### config.mk
export PLATFORM = sky130hd
export DESIGN_NAME = apb_master
export DESIGN_NICKNAME = d
export VERILOG_FILES = /design/src/rtl/apb_pkg.sv /design/src/rtl/apb_master.sv
export SDC_FILE = /design/constraint.sdc
export NUM_CORES = 1
export LEC_CHECK = 0
export BUFFER_PORTS_ARGS = -buffer_cell sky130_fd_sc_hd__buf_2
export CORE_MARGIN = 3
export CORE_UTILIZATION = 50
export DETAILED_ROUTE_END_ITERATION = 8
export HOLD_SLACK_MARGIN = 0.1
export PLACE_DENSITY = 0.86
export RECOVER_POWER = 50
export REMOVE_ABC_BUFFERS = 1
export SYNTH_ARGS = -nofsm -noshare
export SYNTH_HDL_FRONTEND = slang
export SYNTH_SLANG_ARGS = --single-unit
### constraint.sdc
create_clock -name PCLK -period 4.4 [get_ports PCLK]
set_input_delay 0.22 -clock PCLK [delete_from_list [all_inputs] [get_ports PCLK]]
set_output_delay 0.22 -clock PCLK [all_outputs]
set_load 0.005 [all_outputs]
### src/rtl/apb_pkg.sv
// rtl/apb_pkg.sv - shared APB types: address/data widths, FSM states, response record
package apb_pkg;

    localparam int ADDR_W = 32;
    localparam int DATA_W = 32;

    typedef logic [ADDR_W-1:0] addr_t;
    typedef logic [DATA_W-1:0] data_t;

    typedef enum logic [1:0] {
        IDLE   = 2'd0,
        SETUP  = 2'd1,
        ACCESS = 2'd2
    } apb_state_t;

    typedef struct packed {
        data_t rdata;
        logic  err;
        logic  timeout;
    } apb_resp_t;

endpackage

### src/rtl/apb_master.sv
// rtl/apb_master.sv - single-outstanding APB requester with wait-state timeout
module apb_master
    import apb_pkg::*;
#(
    parameter int unsigned TIMEOUT_CYCLES = 16
) (
    input  logic  PCLK,
    input  logic  PRESETn,

    input  logic  cmd_valid,
    output logic  cmd_ready,
    input  logic  cmd_write,
    input  addr_t cmd_addr,
    input  data_t cmd_wdata,

    output logic  resp_valid,
    input  logic  resp_ready,
    output data_t resp_rdata,
    output logic  resp_err,
    output logic  resp_timeout,

    output logic  PSEL,
    output logic  PENABLE,
    output logic  PWRITE,
    output addr_t PADDR,
    output data_t PWDATA,
    input  data_t PRDATA,
    input  logic  PREADY,
    input  logic  PSLVERR
);

    localparam int unsigned CNT_W = $clog2(TIMEOUT_CYCLES + 1);
    localparam logic [CNT_W-1:0] CNT_LAST = CNT_W'(TIMEOUT_CYCLES - 1);
    localparam logic [CNT_W-1:0] CNT_SAT  = CNT_W'(TIMEOUT_CYCLES);

    apb_state_t       state_q, state_d;
    logic [CNT_W-1:0] cnt_q, cnt_d;
    logic             pwrite_q, pwrite_d;
    addr_t            paddr_q, paddr_d;
    data_t            pwdata_q, pwdata_d;
    logic             resp_valid_q, resp_valid_d;
    apb_resp_t        resp_q, resp_d;

    always_ff @(posedge PCLK or negedge PRESETn) begin
        if (!PRESETn) begin
            state_q      <= IDLE;
            cnt_q        <= '0;
            pwrite_q     <= 1'b0;
            paddr_q      <= '0;
            pwdata_q     <= '0;
            resp_valid_q <= 1'b0;
            resp_q       <= '0;
        end else begin
            state_q      <= state_d;
            cnt_q        <= cnt_d;
            pwrite_q     <= pwrite_d;
            paddr_q      <= paddr_d;
            pwdata_q     <= pwdata_d;
            resp_valid_q <= resp_valid_d;
            resp_q       <= resp_d;
        end
    end

    // Gating with PRESETn keeps the handshake closed while reset is asserted.
    assign cmd_ready = (state_q == IDLE) && !resp_valid_q && PRESETn;

    always_comb begin
        state_d      = state_q;
        cnt_d        = cnt_q;
        pwrite_d     = pwrite_q;
        paddr_d      = paddr_q;
        pwdata_d     = pwdata_q;
        resp_valid_d = resp_valid_q && !resp_ready;
        resp_d       = resp_q;

        unique case (state_q)
            IDLE: begin
                if (cmd_valid && cmd_ready) begin
                    pwrite_d = cmd_write;
                    paddr_d  = cmd_addr;
                    pwdata_d = cmd_wdata;
                    state_d  = SETUP;
                end
            end
            SETUP: begin
                cnt_d   = '0;
                state_d = ACCESS;
            end
            ACCESS: begin
                // A ready completer wins even in the last permitted wait cycle.
                if (PREADY) begin
                    resp_d.rdata   = pwrite_q ? '0 : PRDATA;
                    resp_d.err     = PSLVERR;
                    resp_d.timeout = 1'b0;
                    resp_valid_d   = 1'b1;
                    state_d        = IDLE;
                end else if (cnt_q == CNT_LAST) begin
                    resp_d.rdata   = '0;
                    resp_d.err     = 1'b1;
                    resp_d.timeout = 1'b1;
                    resp_valid_d   = 1'b1;
                    state_d        = IDLE;
                end else if (cnt_q != CNT_SAT) begin
                    cnt_d = cnt_q + CNT_W'(1);
                end
            end
            default: state_d = IDLE;
        endcase
    end

    assign PSEL         = (state_q != IDLE);
    assign PENABLE      = (state_q == ACCESS);
    assign PWRITE       = pwrite_q;
    assign PADDR        = paddr_q;
    assign PWDATA       = pwdata_q;
    assign resp_valid   = resp_valid_q;
    assign resp_rdata   = resp_q.rdata;
    assign resp_err     = resp_q.err;
    assign resp_timeout = resp_q.timeout;

endmodule

# Word-level counts from Yosys, hierarchy flattened

Cells that the tools add are included.
Widths: inputs -> output; s select.

Word-level logic and storage cells: 47
Input port bits: 103
Flip-flop bits (word level): 107
Output and inout port bits: 103

Mux-type cells: 14
Eq/ne operators: 9
Reductions and logical operators: 14
Add/sub/neg operators: 1

Operator list:

| kind                | count |
|---|---|
| $mux 34             | 2 |
| $mux 32             | 1 |
| $mux 5              | 3 |
| $pmux 5 s2          | 1 |
| $mux 2              | 3 |
| $pmux 2 s3          | 1 |
| $reduce_and 2->1    | 3 |
| $reduce_bool 2->1   | 3 |
| $add 5x1->5 const B | 1 |
| $eq 5x4->1 const B  | 1 |
| $ne 5x5->1 const B  | 1 |
| $logic_and 1x1->1   | 4 |
| $ne 2x1->1 const B  | 2 |
| $ne 2x2->1 const B  | 2 |
| $reduce_and 4->1    | 1 |
| $mux 1              | 3 |
| $ne 3x1->1 const B  | 1 |
| $eq 2x1->1 const B  | 1 |
| $eq 2x2->1 const B  | 1 |
| $logic_not 1->1     | 2 |
| $logic_not 2->1     | 1 |

# Logic depth before layout (Yosys ltp)

Gate-level depths: netlist (run 1).

Depth after elaboration: 6
Gate-level depth with buffers: 7

# Worst setup path after synthesis (run 1)

Ideal clock, no wire load.

Kind: register to register
Start: register cnt_q[0]
End: register cnt_q[3]
Cell stages (with the launch flop): 7
Data required time: 4.330 ns
Path slack: 2.481 ns
Arrival: 1.849 ns
Cell sequence: dfrtp_1 > ha_1 > and3_1 > ha_1 > or2_2 > or4_1 > nand3_1

Longest elaborated chain between the ends: 5

RTL lines:

| element                  | RTL line          | source |
|---|---|---|
| start: declaration       | apb_master.sv:37  | `logic [CNT_W-1:0] cnt_q, cnt_d;` |
| start signal: assignment | apb_master.sv:55  | `cnt_q <= cnt_d;` |
| $add 5x1->5              | apb_master.sv:104 | `cnt_d = cnt_q + CNT_W'(1);` |
| $mux 5                   | apb_master.sv:103 | `end else if (cnt_q != CNT_SAT) begin` |
| $mux 5                   | apb_master.sv:97  | `end else if (cnt_q == CNT_LAST) begin` |
| $mux 5                   | apb_master.sv:91  | `if (PREADY) begin` |
| $pmux 5 s2               | apb_master.sv:76  | `unique case (state_q)` |

Parallel ways exist; a longest one is shown, timed or not. The select of a mux whose other input is x is not followed.
A chain may end at the register's enable or synchronous reset.

# Final worst setup path (run 1)

Start: register cnt_q[0]
End: register resp_valid_q, in the netlist resp_valid

Longest elaborated chain between the ends: 4

RTL lines:

| element                | RTL line         | source |
|---|---|---|
| $eq 5x4->1             | apb_master.sv:97 |  |
| $mux 1                 | apb_master.sv:97 |  |
| $mux 1                 | apb_master.sv:91 |  |
| $mux 1                 | apb_master.sv:76 |  |
| net resp_valid_d       | apb_master.sv:41 | `logic resp_valid_q, resp_valid_d;` |
| end signal: assignment | apb_master.sv:59 | `resp_valid_q <= resp_valid_d;` |
| end: declaration       | apb_master.sv:41 |  |

The timed path passes the listed nets, and every way through them passes these cells.

==> impl_metrics.tcl, run 1 <==
set metrics [dict create \
    status "finished, violations left" \
    failed_checks "max-capacitance violations, max-slew violations" \
    cts.reportedPaths.clkPinSlew_ns 0.10 \
    initial_core_util_pct 51.7 \
    netlist_instances 270 \
    setup_viol 0 \
    final_cells 677 \
    routed_wirelength_um 12800 \
    cts-root-buf "clkbuf_8" \
    final_common_cell "buf_2" \
    cts_buffers 9 \
    grtUsageTotal_pct 25.9 \
    layout-drive-gt1-share_pct 38.5 \
    fin_skew_ns 0.0166 \
    vias_per_cell 5.15 \
    tritoncts "built" \
    relSlewSlack_pct -3.87 \
    grt_first_pass_wirelength_um 19900 \
    cts.repair.resized 0 \
    synth.avg_cell_area_um2 15.8 \
    gr-total-overflow 0 \
    n_fill_cell 543 \
    finalHoldViolations 0 \
    cp_cell_sequence "ha_1, and3_1, ha_1, or2_2, nand2_1, o21ai_0" \
    min_path_type "in -> reg" \
    htree_levels 3 \
    coreArea_um2 8260 \
    area_growth_pct 49.7 \
    die_height_um 98.4 \
    syn_area_um2 4270 \
    seqCellArea_um2 2680 \
    synth_compound_area_share_pct 9.11 \
    die_area_um2 9690 \
    first_pass_iters 4 \
    num-nets-final 673 \
    rsz0062_at_grt "false" \
    final_cell_mix "buf_2, dfrtp_1, dlygate4sd3_1" \
    tightest_slew_ns 1.56 \
    crit_family "simple AND/OR/NAND/NOR gates" \
    portBuffers 205 \
    power_mw 3.48 \
    crit_top_cell "ha_1" \
    antenna_found_initial 1 \
    finalCritPeriodShare_pct 61.6 \
    synth_seq_area_share_pct 62.7 \
    post_dp_cell_area_um2 5350 \
    clk_latency_ns 0.35 \
    row_count 33 \
    grt_max_degree 67 \
    crit_cells 6 \
    synth-seq-cells 107 \
    synth_top_family_by_area "multiplexers" \
    fmax_mhz 369 \
    arrival_ns 2.88 \
    antenna_left 0 \
    synthSimpleGateAreaFrac_pct 3.40 \
    pwr_density_cell_nw_per_um2 543 \
    ir_drop_v 0.000372 \
    crit_required_ns 4.57 \
    postLayoutCellArea_um2 6390 \
    die_w_um 98.4 \
    ctsLongestPathBuffers 2 \
    cts.sinks 107 \
    first_iter_violations 104 \
    synth_xor_area_share_pct 0 \
    slew_viol_final 65 \
    drc_errors 0 \
    final.setup.tns_ns 0 \
    worst_r2r_path_depth 6 \
    critPathCaptureType "flip-flop" \
    critPathSlowestCell "nand2_1" \
    cp_max_fo 34 \
    place_congestion 0.797 \
    cp-start-kind "flip-flop" \
    hold_ws_ns 0.121 \
    hpwl_um 7280 \
    path_buf_inv 0 \
    min_period_ns 2.71 \
    maxCapViolCount 1 \
    ys_types 31 \
    crit_type "reg -> reg" \
    cpPeakStageDelay_ns 0.85 \
    holdPathStages 2 \
    grt_pass1_vias 3898 \
    yosys_warnings 0 \
    boundaryPins 206 \
    num_vias 3484 \
    post_drt_wl_per_cell_um 18.8 \
    synthAdderAreaFrac_pct 0.879 \
    synthMuxAreaShare_pct 20.8 \
    multi_input_area_um2 1470 \
    postCtsSetupRepairBufs 0 \
    cellLeakagePower_nw 3.16 \
    dp.cells 566 \
]
==> power by group <==
part | leakage, nW | total (mW) | switching, mW | internal [mW]
logic | 1.76 | 1.22 | 0.503 | 0.721
registers | 1.31 | 1.68 | 0.286 | 1.40
clock network | 0.0917 | 0.567 | 0.338 | 0.229
==> cell usage after synthesis <==
| cell | count | area (um2) |
|---|---|---|
| dfrtp_1 | 107 | 2680 |
| mux2_4 | 39 | 586 |
| a22o_1 | 32 | 280 |
| mux2_2 | 27 | 304 |
| inv_1 | 9 | 33.8 |
| buf_2 | 7 | 35.0 |
| nor2_1 | 5 | 18.8 |
| a21oi_1 | 4 | 20.0 |
| buf_6 | 4 | 45.0 |
| nand2_1 | 4 | 15.0 |
| clkbuf_1 | 3 | 11.3 |
| ha_1 | 3 | 37.5 |
| nor2b_1 | 3 | 18.8 |
| a41oi_1 | 2 | 17.5 |
| nand3_1 | 2 | 10.0 |
| o21ai_0 | 2 | 10.0 |
| o2bb2ai_1 | 2 | 17.5 |
| o311ai_0 | 2 | 17.5 |
| a21boi_0 | 1 | 7.51 |
| a221o_1 | 1 | 10.0 |
| a2bb2oi_1 | 1 | 8.76 |
| and3_1 | 1 | 6.26 |
| buf_4 | 1 | 7.51 |
| nand2b_1 | 1 | 6.26 |
| nand3b_1 | 1 | 7.51 |
| nand4bb_1 | 1 | 11.3 |
| nor3_1 | 1 | 5.00 |
| nor4b_1 | 1 | 8.76 |
| nor4b_4 | 1 | 23.8 |
| or2_2 | 1 | 6.26 |
| or4_1 | 1 | 7.51 |
==> through the flow <==
| stage | util (%) | setup WS, ns |
|---|---|---|
| after global placement | 64.8 | 1.91 |
| after CTS | 78.0 | 1.72 |
| final | 77.4 | 1.69 |
| after floorplan | - | 1.15 |
| after global routing | 77.4 | 1.52 |
| after detailed placement | 64.8 | 1.73 |
==> kinds of logic (layout without fill, tap and decap cells) <==
| kind of cell | count (synthesis) | after routing |
|---|---|---|
| fa+ha+maj | 3 | 3 |
| flops | 107 | 107 |
| mux | 66 | 66 |
| buf+inv | 24 | 325 |
| other cells | 0 | 1 |
| compound gates | 47 | 47 |
| simple gates | 23 | 23 |
==> worst paths after layout <==
| check | start | to | slack, ns |
|---|---|---|---|
| worst max-delay path | cnt_q[0] | resp_valid | 1.69 |
| worst min-delay path | PRDATA[27] | resp_rdata[27] | 0.12 |
| worst max register to register | cnt_q[0] | resp_valid | 1.69 |
| worst min register to register | PADDR[6] | PADDR[6] | 0.51 |
| max in group asynchronous | PRESETn | resp_rdata[29] | 2.11 |
| min in group asynchronous | PRESETn | PWDATA[11] | 0.39 |
==> timing repair <==
action	4_1_cts	5_1_grt
endpoints found under the setup margin	0	0
endpoints found under the hold margin	133	4
hold buffers	91	4
==> sequential cells by signal (all words and copies together), names as in the netlist <==
name          flops
resp_err          1
PWRITE            1
resp_timeout      1
state_q           2
resp_valid        1
cnt_q             5
PWDATA           32
PADDR            32
resp_rdata       32
==> per-layer routing <==
layer  up-vias  GRT usage (%)  routed length (um)
li1       1573              -                   -
met1      1704           29.6                4740
met2       171           46.5                6810
met3        36           6.94                 800
met4         0           9.77                 410
met5         -              0                   0
==> worst register-to-register path, delay by kind of cell, from the launching register on <==
kind            cells  cell delay, ns
simple gates        3            1.37
fa+ha+maj           2            0.49
flops               1            0.44
compound gates      1            0.23
==> final cells by class <==
| cell class | instances | area share, % |
|---|---|---|
| clock inverter | 5 | 0.704 |
| timing repair buffer | 301 | 29.6 |
| multi-input combinational | 139 | 23.0 |
| tap | 105 | 2.05 |
| clock buffer | 10 | 2.15 |
| antenna | 1 | 0.0391 |
| sequential | 107 | 41.9 |
| inverter | 9 | 0.528 |
(Power assumes the default switching activity.)
==> run 2: changes to the inputs <==
--- a/config.mk
+++ b/config.mk
@@ -7,10 +7,10 @@
 export LEC_CHECK = 0
 export BUFFER_PORTS_ARGS = -buffer_cell sky130_fd_sc_hd__buf_2
 export CORE_MARGIN = 3
-export CORE_UTILIZATION = 50
+export CORE_UTILIZATION = 42
 export DETAILED_ROUTE_END_ITERATION = 8
 export HOLD_SLACK_MARGIN = 0.1
-export PLACE_DENSITY = 0.86
+export PLACE_DENSITY = 0.77
 export RECOVER_POWER = 50
 export REMOVE_ABC_BUFFERS = 1
 export SYNTH_ARGS = -nofsm -noshare
==> constraint.sdc (replaced) <==
create_clock -name PCLK -period 2.4 [get_ports PCLK]
set_input_delay 0.12 -clock PCLK [delete_from_list [all_inputs] [get_ports PCLK]]
set_output_delay 0.12 -clock PCLK [all_outputs]
set_load 0.005 [all_outputs]
==> run 2 against run 1 <==
- the flow now finishes without violations
- first-iteration DRC count increased by 71%
- final cell count increased by 5.8%
- power increased by 80%
- sequential power rose by 82%
- register-to-register slack worse by 1.5 ns
- sequential share of layout area is 0.79 points lower
- via count shrank 0.66%
- critical path type unchanged
- critical endpoint is now PWDATA[5]
- largest cell class unchanged
==> impl_metrics.tcl, run 2 (synthesis results as in run 1) <==
set metrics [dict create \
    status "complete, no violations" \
    area_growth_pct 52.6 \
    power.switching_mw 1.98 \
    swShare_pct 31.6 \
    critPathCaptureType "flip-flop" \
    post_drt_wl_per_cell_um 16.6 \
    grt_pass1_vias 3734 \
    p_comb_share_pct 34.7 \
    final_common_cell "buf_2" \
    clk_latency_ns 0.36 \
    crit-reg2reg-capture "PWDATA[5]" \
    grt_max_degree 86 \
    fmax_mhz 444 \
    ctsLongestPathBuffers 2 \
    worst_r2r_path_depth 4 \
    crit_required_ns 2.65 \
    grt_first_pass_wirelength_um 18900 \
    relSlewSlack_pct 23.5 \
    portBuffers 205 \
    first_iter_violations 178 \
    vias_per_cell 4.83 \
    die_w_um 107 \
    num_vias 3461 \
    place_congestion 0.767 \
    p_clk_share_pct 16.5 \
    postCtsSetupRepairBufs 0 \
    boundaryPins 206 \
    ir_drop_v 0.000502 \
    tritoncts "built" \
    cp_max_fo 58 \
    die_area_um2 11400 \
    cts_buffers 9 \
    routed_wirelength_um 11900 \
    layout-drive-gt1-share_pct 37.8 \
    tightest_slew_ns 1.15 \
    htree_levels 3 \
    cellLeakagePower_nw 3.19 \
    num-nets-final 683 \
    internal-power_mw 4.28 \
    coreArea_um2 9820 \
    maxCapViolCount 0 \
    fin_skew_ns 0.00714 \
    rsz0062_at_grt "false" \
    slew_viol_final 0 \
    final_cell_mix "buf_2, dfrtp_1, dlygate4sd3_1" \
    min_path_type "in -> async" \
    min_period_ns 2.25 \
    finalCritPeriodShare_pct 93.8 \
    grtUsageTotal_pct 20.9 \
    hpwl_um 6990 \
    crit_path_start "state_q[1]" \
    utilization_pct 66.4 \
    arrival_ns 2.50 \
    antenna_left 0 \
    setup_viol 0 \
    place_ws_ns 0.360 \
    antenna_found_initial 0 \
    rr_startpoint "state_q[1]" \
    initial_core_util_pct 43.5 \
    seqPwrFrac_pct 48.7 \
    timing.final.ws_setup_ns 0.148 \
    gr-total-overflow 0 \
    die_height_um 107 \
    crit_type "reg -> reg" \
    first_pass_iters 4 \
    pwr_density_cell_nw_per_um2 961 \
    cp-start-kind "flip-flop" \
    cts-root-buf "clkbuf_8" \
    drc_errors 0 \
    cts.reportedPaths.clkPinSlew_ns 0.10 \
    row_count 36 \
    timing.reg2reg.setup_slack_ns 0.15 \
    cts.sinks 107 \
    finalHoldViolations 0 \
]
==> run 2: how the worst max path moves through the flow <==
stage                end  slack, ns  cells past startpoint
2_1_floorplan   PADDR[0]      -0.85                      3
3_3_place_gp    cnt_q[3]       0.43                      6
3_5_place_dp    cnt_q[3]       0.36                      6
4_1_cts         cnt_q[3]       0.34                      6
5_1_grt        PWDATA[9]       0.11                      4
6_report       PWDATA[5]       0.15                      4
==> run 2: area by class of cell <==
cell class	instances	area [um2]
Inverter	9	33.8
Multi-Input combinational cell	139	1430
Clock inverter	6	46.3
Timing Repair Buffer	311	2020
Antenna cell	1	2.50
Tap cell	133	166
Clock buffer	10	138
Fill cell	764	3300
Sequential cell	107	2680
==> run 2: stage by stage <==
| stage | hold slack [ns] | std cells | TNS [ns] | power [mW] | area, um2 |
|---|---|---|---|---|---|
| 5_1_grt | 0.197 | 715 | 0 | 6.65 | 6520 |
| 2_1_floorplan | -0.176 | 255 | -55.62 | 4.13 | 4170 |
| 3_3_place_gp | 0.0219 | 597 | 0 | 5.14 | 5430 |
| 3_5_place_dp | 0.0235 | 597 | 0 | 5.23 | 5430 |
| 6_report | 0.194 | 716 | 0 | 6.26 | 6520 |
| 4_1_cts | 0.186 | 715 | 0 | 6.42 | 6640 |
==> run 2: worst max-delay path, cell delays in order (launching register included) <==
cell	delay [ns]
dfrtp_1	0.56
nor4b_1	0.71
nand2_4	0.22
buf_12	0.28
mux2_4	0.35
==> run 2: repair_timing <==
item	CTS	global route
gates resized for setup	0	0
hold buffers	102	0
endpoints found under the hold margin	123	0
==> run 2: power by group through the flow <==
stage	combinational (mW)	clock [mW]	sequential [mW]
6_report	2.18	1.04	3.05
5_1_grt	2.36	1.14	3.15
4_1_cts	2.34	1.07	3.01
3_5_place_dp	2.21	0	3.03
3_3_place_gp	2.14	0	3.00
2_1_floorplan	1.06	0	3.07
==> run 2: routing by layer <==
layer | share of wire [%] | vias to the layer above | track usage, %
met5 | 0 | - | 0
met4 | 3.1 | 0 | 7.58
met3 | 5.3 | 30 | 4.88
met2 | 54 | 134 | 37.5
met1 | 38 | 1705 | 24.3
li1 | - | 1592 | -
==> run 3: changes to the inputs <==
--- a/config.mk
+++ b/config.mk
@@ -10,7 +10,7 @@
 export CORE_UTILIZATION = 42
 export DETAILED_ROUTE_END_ITERATION = 8
 export HOLD_SLACK_MARGIN = 0.1
-export PLACE_DENSITY = 0.77
+export PLACE_DENSITY = 0.75
 export RECOVER_POWER = 50
 export REMOVE_ABC_BUFFERS = 1
 export SYNTH_ARGS = -nofsm -noshare
==> run 3 against run 2 <==
- sequential power is essentially flat
- worst setup slack improved by 0.17 ns
- critical path depth is 2 higher
- core utilization grew 0.64 points
- routed wire length increased by 3.8%
- flip-flop and latch count stayed put
- highest routed layer unchanged
- combinational power increased by 5%
- worst hold slack gained 0.079 ns
==> impl_metrics.tcl, run 3 (synthesis results as in run 1) <==
set metrics [dict create \
    status "complete, no violations" \
    vias_per_cell 4.83 \
    timing.reg2reg.setup_slack_ns 0.32 \
    finalCritPeriodShare_pct 86.7 \
    cp_cell_sequence "ha_1, and3_1, ha_1, or2_2, or4_1, nand3_1" \
    hold_ws_ns 0.273 \
    crit_top_cell "ha_1" \
    fmax_mhz 480 \
    cts.reportedPaths.clkPinSlew_ns 0.10 \
    rr_startpoint "cnt_q[0]" \
    setup_viol 0 \
    crit_cells 6 \
    p_clk_share_pct 16.4 \
    final.setup.tns_ns 0 \
    place_congestion 0.757 \
    die_height_um 107 \
    p_comb_share_pct 35.8 \
    routed_wirelength_um 12300 \
    coreArea_um2 9820 \
    slew_viol_final 0 \
    swShare_pct 31.2 \
    ctsLongestPathBuffers 2 \
    min_period_ns 2.08 \
    tritoncts "built" \
    maxCapViolCount 0 \
    seqPwrFrac_pct 47.8 \
    final_cell_mix "buf_2, dfrtp_1, dlygate4sd3_1" \
    drc_errors 0 \
    relSlewSlack_pct 3.88 \
    cts.sinks 107 \
    crit-reg2reg-capture "cnt_q[3]" \
    rsz0062_at_grt "false" \
    worst_r2r_path_depth 6 \
    cts-root-buf "clkbuf_8" \
    path_buf_inv 0 \
    cellLeakagePower_nw 3.32 \
    antenna_found_initial 0 \
    cp_max_fo 5 \
    cts_buffers 9 \
    cp-start-kind "flip-flop" \
    portBuffers 205 \
    tightest_slew_ns 1.44 \
    cpPeakStageDelay_ns 0.48 \
    row_count 36 \
    antenna_left 0 \
    crit_end "cnt_q[3]" \
    internal-power_mw 4.39 \
    grt_max_degree 67 \
    hpwl_um 7170 \
    area_growth_pct 54.0 \
    crit_type "reg -> reg" \
    htree_levels 3 \
    utilization_pct 67.0 \
    die_area_um2 11400 \
    post_drt_wl_per_cell_um 17.2 \
    ir_drop_v 0.000647 \
    grt_first_pass_wirelength_um 19400 \
    pwr_density_cell_nw_per_um2 970 \
    grt_pass1_vias 3809 \
    first_iter_violations 178 \
    num-nets-final 683 \
    crit_path_start "cnt_q[0]" \
    postCtsSetupRepairBufs 0 \
    critPathSlowestCell "or4_1" \
    fin_skew_ns 0.00610 \
    num_antenna_cells 0 \
    boundaryPins 206 \
    die_w_um 107 \
    final_common_cell "buf_2" \
    layout-drive-gt1-share_pct 43.8 \
    power.switching_mw 1.99 \
    finalHoldViolations 0 \
    crit_required_ns 2.71 \
    first_pass_iters 4 \
    critPathCaptureType "flip-flop" \
    clk_latency_ns 0.37 \
    initial_core_util_pct 43.5 \
    min_path_type "in -> reg" \
    gr-total-overflow 0 \
    grtUsageTotal_pct 22.0 \
    arrival_ns 2.39 \
    crit_family "simple AND/OR/NAND/NOR gates" \
    num_vias 3450 \
]
==> run 3: cell types whose count changed in the layout (fill, tap and decap cells not counted), sizes merged <==
cell         before  now
diode             1    0
inv              12   10
clkinv            1    4
buf             140  167
clkbuf           79   54
dlygate4sd3     102  101
clkinvlp          2    0
==> run 3: how the worst min path moves through the flow <==
stage	slack (ns)	cells after the start	from	endpoint
floorplan	-0.18	0	PRESETn	PADDR[0]
global placement	0.27	2	PRESETn	PWDATA[5]
detailed placement	0.27	2	PRESETn	cnt_q[3]
CTS	0.24	4	cmd_valid	state_q[0]
global route	0.29	4	cmd_valid	state_q[0]
finish	0.27	4	cmd_valid	state_q[0]
==> run 3: metrics by stage <==
stage / area [um2] / std cells / power (mW) / setup WS (ns)
4_1_cts: 6640 / 715 / 6.45 / 0.339
3_5_place_dp: 5440 / 598 / 5.24 / 0.370
3_3_place_gp: 5440 / 598 / 5.16 / 0.419
5_1_grt: 6580 / 715 / 6.77 / 0.216
2_1_floorplan: 4170 / 255 / 4.13 / -0.853
6_report: 6580 / 715 / 6.38 / 0.319
==> run 3: power groups by stage <==
| stage | Clock [mW] | Combinational (mW) | Sequential, mW |
|---|---|---|---|
| floorplan | 0 | 1.06 | 3.07 |
| global placement | 0 | 2.16 | 3.00 |
| detailed placement | 0 | 2.22 | 3.02 |
| CTS | 1.10 | 2.35 | 3.00 |
| global route | 1.15 | 2.46 | 3.15 |
| finish | 1.05 | 2.28 | 3.05 |
==> run 3: worst min-delay path: stages <==
cell and delay, ns:
buf_2 0.10, nand2_4 0.05, buf_12 0.21, inv_1 0.09
==> run 3: layout make-up <==
| class | instances | area, um2 |
|---|---|---|
| Fill cell | 749 | 3240 |
| Tap cell | 133 | 166 |
| Timing Repair Buffer | 311 | 2040 |
| Multi-Input combinational cell | 139 | 1470 |
| Inverter | 9 | 33.8 |
| Clock inverter | 5 | 36.3 |
| Clock buffer | 11 | 151 |
| Sequential cell | 107 | 2680 |
==> run 3: metal layers <==
metal  up-vias  routed length [um]  track usage, %
li1       1597                   -               -
met1      1686                4520            24.2
met2       132                6700            39.5
met3        35                 661            5.30
met4         0                 453            10.9
met5         -                   0               0
==> run 3: what timing repair did <==
action                                  CTS  global route
hold buffers                            101             0
endpoints found under the hold margin   207             0
endpoints found under the setup margin    0             0
resized for setup                         0             0
